--- config.mk ---
export PLATFORM = sky130hd
export DESIGN_NAME = rb_event_fifo
export DESIGN_NICKNAME = d
export VERILOG_FILES = /design/src/rtl/rb_event_fifo.sv
export SDC_FILE = /design/constraint.sdc
export NUM_CORES = 1
export LEC_CHECK = 0
export ABC_AREA = 1
export BUFFER_PORTS_ARGS = -buffer_cell sky130_fd_sc_hd__clkbuf_2
export CAP_MARGIN = 10
export CORE_MARGIN = 1
export CORE_UTILIZATION = 40
export DETAILED_ROUTE_END_ITERATION = 12
export PLACE_DENSITY = 0.52
export SLEW_MARGIN = 20
export SYNTH_ARGS = -nofsm -noshare
export SYNTH_HDL_FRONTEND = slang
export SYNTH_SLANG_ARGS = --single-unit
--- constraint.sdc ---
create_clock -name clk -period 5.8 [get_ports clk]
set_input_delay 1.16 -clock clk [delete_from_list [all_inputs] [get_ports clk]]
set_output_delay 1.16 -clock clk [all_outputs]
set_load 0.05 [all_outputs]
--- src/rtl/rb_event_fifo.sv ---
// Readback event FIFO between the arbiter and the SPI link write side.
// Applies backpressure, paces output strobes and reports dropped words in-band as a marker word.
module rb_event_fifo #(
  parameter int          DEPTH     = 16,
  parameter int          GAP       = 0,
  parameter logic [3:0]  MARK_ADDR = 4'h8
) (
  input  logic                     clk,
  input  logic                     rst_n,
  input  logic                     flush,
  input  logic                     in_wr,
  input  logic [31:0]              in_data,
  output logic                     in_rdy,
  output logic                     out_wr,
  output logic [31:0]              out_data,
  input  logic                     out_rdy,
  output logic [$clog2(DEPTH):0]   level,
  output logic                     drop_pending
);

  localparam int AW = $clog2(DEPTH);
  localparam int LW = AW + 1;
  localparam int GW = $clog2(GAP + 2);

  logic [31:0]   mem [DEPTH];
  logic [AW-1:0] wptr, rptr;
  logic [7:0]    drop_cnt;
  logic [GW-1:0] gap_cnt;

  logic        full, push, drop, marker, pop, wr_en;
  logic [31:0] wr_word;

  function automatic logic [7:0] sat_inc(input logic [7:0] v);
    return (v == 8'hFF) ? v : v + 8'd1;
  endfunction

  assign full         = (level == LW'(DEPTH));
  assign in_rdy       = !full && (drop_cnt == 8'd0);
  assign drop_pending = (drop_cnt != 8'd0);
  assign push         = in_wr && in_rdy;
  assign drop         = in_wr && !in_rdy;
  // Marker and push are mutually exclusive: a pending drop count holds in_rdy low.
  assign marker       = (drop_cnt != 8'd0) && !full;
  assign pop          = (level != '0) && out_rdy && (gap_cnt == '0);
  assign wr_en        = push || marker;
  assign wr_word      = marker ? {MARK_ADDR, 20'h0, drop_cnt} : in_data;

  // Storage array carries no reset; only pointers and counters are cleared.
  always_ff @(posedge clk) begin
    if (!flush && wr_en)
      mem[wptr] <= wr_word;
  end

  always_ff @(posedge clk or negedge rst_n) begin
    if (!rst_n) begin
      wptr     <= '0;
      rptr     <= '0;
      level    <= '0;
      drop_cnt <= 8'd0;
      gap_cnt  <= '0;
      out_wr   <= 1'b0;
      out_data <= 32'd0;
    end else if (flush) begin
      wptr     <= '0;
      rptr     <= '0;
      level    <= '0;
      drop_cnt <= 8'd0;
      gap_cnt  <= '0;
      out_wr   <= 1'b0;
    end else begin
      out_wr <= pop;
      if (wr_en)
        wptr <= wptr + AW'(1);
      if (pop) begin
        rptr     <= rptr + AW'(1);
        out_data <= mem[rptr];
        gap_cnt  <= GW'(GAP);
      end else if (gap_cnt != '0) begin
        gap_cnt <= gap_cnt - GW'(1);
      end
      case ({wr_en, pop})
        2'b10:   level <= level + LW'(1);
        2'b01:   level <= level - LW'(1);
        default: level <= level;
      endcase
      if (marker)
        drop_cnt <= drop ? 8'd1 : 8'd0;
      else if (drop)
        drop_cnt <= sat_inc(drop_cnt);
    end
  end

endmodule

==> Word-level counts from Yosys, hierarchy flattened <==
Memories as Yosys holds them, arrays and structs flattened. A register that Yosys moved wholly into a read port is not among the register bits.
Cells that the tools add are included.
{ "totals": {"mem_bits_rw": 512, "input_bits": 37, "register_bits": 23, "n_memories": 1} }
{ "mem_list": {"columns": ["memory", "words", "width", "rd", "rd_ports_with_merged_regs", "write_ports", "line_no", "source"], "rows": [
  ["mem", 16, 32, 1, 1, 1, "25", "logic [31:0] mem [DEPTH];"]
]} }
{ "op_classes": {"bitwise_logic": 2, "addsub": 6, "n_eq_ne": 5, "n_mux": 18, "reduce_logical": 21} }
{ "op_table": {"columns": ["cell", "n"], "rows": [
  ["$mux 32", 1],
  ["$mux 8", 4],
  ["$mux 4", 4],
  ["$pmux 5 s2", 1],
  ["$add 4x1->4 const B", 2],
  ["$add 8x1->8 const B", 1],
  ["$eq 8x8->1 const B", 1],
  ["$logic_not 8->1", 1],
  ["$reduce_bool 8->1", 1],
  ["$logic_and 1x1->1", 7],
  ["$mux 1", 7],
  ["$reduce_bool 3->1", 2],
  ["$add 5x1->5 const B", 1],
  ["$eq 5x5->1 const B", 1],
  ["$mux 5", 1],
  ["$reduce_bool 5->1", 1],
  ["$sub 5x1->5 const B", 1],
  ["$logic_not 1->1", 4],
  ["$reduce_and 2->1", 2],
  ["$reduce_bool 2->1", 2],
  ["$ne 3x3->1 const B", 1],
  ["$eq 2x1->1 const B", 1],
  ["$eq 2x2->1 const B", 1],
  ["$not 1->1", 2],
  ["2 further kinds", 2]
]} }

==> Longest topological paths before layout <==
{ "depth": {"depth_word": 8, "mapped_depth": 18, "depth_no_buf": 18} }

==> Worst setup path before layout <==
Ideal clock, no wire load.
{ "synth_path": {"path_type": "in2reg", "startpoint": "input flush", "endpoint": "memory mem[10][0], enable pin", "setup_ns": 0.461, "cell_stages": 4, "t_arrival_ns": 3.989, "path_slack_ns": 1.350, "t_required_ns": 5.339, "path_cell_list": "clkbuf_1 nor2_1 clkinv_1 nor3_1"} }
{ "synth_via": {"elab_chain_cells": 4} }
{ "synth_lines": {"columns": ["item", "line_no", "source"], "rows": [
  ["start: declaration", "10", "input logic flush,"],
  ["$logic_not 1->1", "50", "if (!flush && wr_en)"],
  ["$logic_and 1x1->1", "50", null],
  ["$mux 1", "50", null],
  ["$mux 1 (implied by the code)", "51", "mem[wptr] <= wr_word;"],
  ["end: declaration", "25", null]
]} }
No other way between the ends.

==> Final worst setup path <==
{ "layout_path": {"startpoint": "register drop_cnt[0]", "endpoint": "output in_rdy"} }
{ "layout_via": {"elab_chain_cells": 2} }
{ "layout_lines": {"columns": ["item", "line_no", "source"], "rows": [
  ["start: declaration", "27", "logic [7:0] drop_cnt;"],
  ["start signal: assignment", "87", "drop_cnt <= drop ? 8'd1 : 8'd0;"],
  ["start signal: assignment", "89", "drop_cnt <= sat_inc(drop_cnt);"],
  ["$logic_not 8->1", "38", "assign in_rdy = !full && (drop_cnt == 8'd0);"],
  ["$logic_and 1x1->1", "38", null],
  ["end: declaration", "13", "output logic in_rdy,"]
]} }
No other way between the ends.

==> impl_metrics.yaml <==
outcome:
  status: "complete, no violations"
critical_path:
  cp_max_fo: 4
  cpMaxStageDelayCell: "dfrtp_1"
  crit_type: "flip-flop to output port"
  path_cells: "inv_1, ha_1, inv_1, nor2_1, nand2_1, inv_2, nand2_1, inv_1, clkbuf_2"
  critPathMostFrequentCell: "inv_1"
  cp_slowest_stage_delay_ps: 400
  crit_buf_inv: 5
  critPathCaptureType: "output port"
  arrival_ps: 2110
  cp_data_required_time_ps: 4640
  crit_family: "buffers and inverters"
  crit_path_start_kind: "flip-flop"
synthesis:
  synth_area_leaders: "edfxtp_1 68%, dfrtp_1 6.0%, nor2_1 5.5%"
  synth-seq-cells: 566
  avgSynthCellArea_sq_um: 12.43
  synth_top_area_cell: "edfxtp_1"
  ys_types: 34
  ys_seq_area_share_pct: 73.87
  netlist_instances: 1821
  yosysWarnings: 0
  synth_area_sq_um: 22640
  syn-num-nets: 1867
  synth.top_cell.area_share_pct: 67.90
route:
  wl_met2_um: 27040
  wl_per_cell_um: 21.80
  wirelength_um: 58440
  wl_met3_um: 3362
  vias_per_cell: 5.408
  wl_met1_um: 26760
  first_iter_violations: 1069
  vias: 14498
  routed.top_layer: "met4"
  ant_nets: 0
  drt_first_pass_iters: 5
  route.detailed.drc: 0
worst_hold_path:
  hp-class: "flip-flop to flip-flop"
global_routing:
  grt.overflow.total: 0
  grt_pass1_vias: 14211
  grt_max_degree: 191
  grt.total_usage_pct: 20.72
  antenna_found_initial: 0
  grt_pass1_wl_um: 88730
sta:
  clock_skew_ps: 14.30
  slew_headroom_pct: 27.26
  setup_tns_ps: 0
  slew_viol_final: 0
  period_needed_ps: 3270
  fin_crit_sh_pct: 56.37
  hold_violations: 0
  fmax_mhz: 305.9
  worstMarginPinSlew_ps: 1084
  setup_violations: 0
  rsz0062_at_grt: "false"
clock_network:
  cts_hold_buf: 0
  cts_tree: "yes"
  root_buffer: "clkbuf_16"
  clk_pin_slew_ps: 60
  ctsResizeCount: 0
  cts_made_buffers: 59
  post_cts_buffers: 0
  cts.sinks: 566
  htreeDepth: 2
  clockBufferDepth: 3
  clk_latency_ps: 610
floorplan:
  rows: 86
  core_sq_um: 55520
  dieWidth_um: 239.9
  dieArea_sq_um: 57560
  pin_count: 77
  initial_utilization_pct: 40.78
  die_y_um: 239.9
power_and_ir_drop:
  finalPower_mw: 12.30
  power_density_nw_per_um2: 476.3
  p_leak_nw: 9.143
  ir_drop_mv: 0.2874
run:
  maxCapViolCount: 0
placement:
  dp_hpwl_um: 30700
  port_buffers: 76
  gp_congestion: 0.8006
layout:
  diodes: 0
  nets: 1930
  final_cell_mix: "512 x edfxtp_1, 319 x nor2_1, 246 x o21ai_0, 170 x nand2_1, 145 x o22ai_1"
  area_growth_pct: 14.05
  layout-drive-gt1-share_pct: 13.35
  final_common_cell: "edfxtp_1"
[path summary, 6_finish.rpt]
kind	startpoint	end	slack, ps	cells after the start
setup / recovery	drop_cnt[0]$_DFFE_PN0P_	in_rdy	2530	9
hold / removal	out_data[23]$_DFFE_PN0P_	out_data[23]$_DFFE_PN0P_	480	2
setup reg to reg	rptr[0]$_DFFE_PN0P_	out_data[6]$_DFFE_PN0P_	2560	8
hold reg to reg	out_data[23]$_DFFE_PN0P_	out_data[23]$_DFFE_PN0P_	480	2
max in group asynchronous	rst_n	rptr[1]$_DFFE_PN0P_	4410	1
min in group asynchronous	rst_n	out_data[5]$_DFFE_PN0P_	700	1
[flip-flops by register name (all words and copies together), names as in the netlist]
| register | count |
|---|---|
| mem | 512 |
| wptr | 4 |
| level | 5 |
| drop_cnt | 8 |
| out_wr | 1 |
| out_data | 32 |
| rptr | 4 |
[final cells by class]
class                   instances  area [sq um]
repair buffers                114         680.7
flip-flops and latches        566         16740
clock inverters                17         161.4
clock buffers                  93          1797
well taps                     748         935.9
multi-input cells            1073          5243
fillers                      5082         29700
inverters                      70         271.5
[cell families (layout without fill, tap and decap cells)]
kind of cell,after synthesis,after routing,synth area share (%)
adders and majority gates,9,9,0.4973
buffers and inverters,182,294,3.581
xor gates and xnor gates,2,2,0.07738
DFF,566,566,73.87
AOI/OAI and AO/OA,508,508,12.20
muxes,10,10,0.4421
and+or+nand+nor,544,544,9.339
[routing by layer]
layer	vias up	global-route usage (%)
met5	-	0
met3	92	3.134
met4	0	5.173
met2	476	33.00
met1	7196	29.79
li1	6734	-
[cells in the mapped netlist (all sizes together)]
master	number
nand2	172
nor2	335
nor3	15
a21boi	2
clkinv	2
inv	68
o22ai	145
edfxtp	512
or2	1
clkbuf	65
o21a	1
nand3	17
ha	9
a21oi	29
nand4	4
a22o	1
o21ai	324
o31ai	5
dfrtp	54
buf	47
mux2i	10
xor2	2
o2111ai	1
[stage by stage]
step                hold slack [ps]  std cells  instance area (sq um)  utilization, %  setup WS [ps]
floorplan                     503.9       1821                  22640               -           1350
global route                  501.1       2681                  25820           46.51           2310
finish                        478.5       2681                  25820           46.51           2531
CTS                           484.5       2681                  25800           46.46           2520
global placement              466.0       2571                  23830           42.92           2375
detailed placement            467.5       2571                  23840           42.94           2263
[power by group]
group	leakage (nW)	switching (mW)	total, mW	internal [mW]
sequential	5.35	0.220	5.32	5.10
combinational	2.82	2.43	3.20	0.768
clock	0.964	1.54	3.78	2.24
total	9.14	4.19	12.3	8.11
[worst min-delay path, delay by kind of cell (launching register included)]
kind	cells	cell delay, ps
and+or+nand+nor	2	100
DFF	1	340
Note: power is estimated with default switching activity, not from simulation.
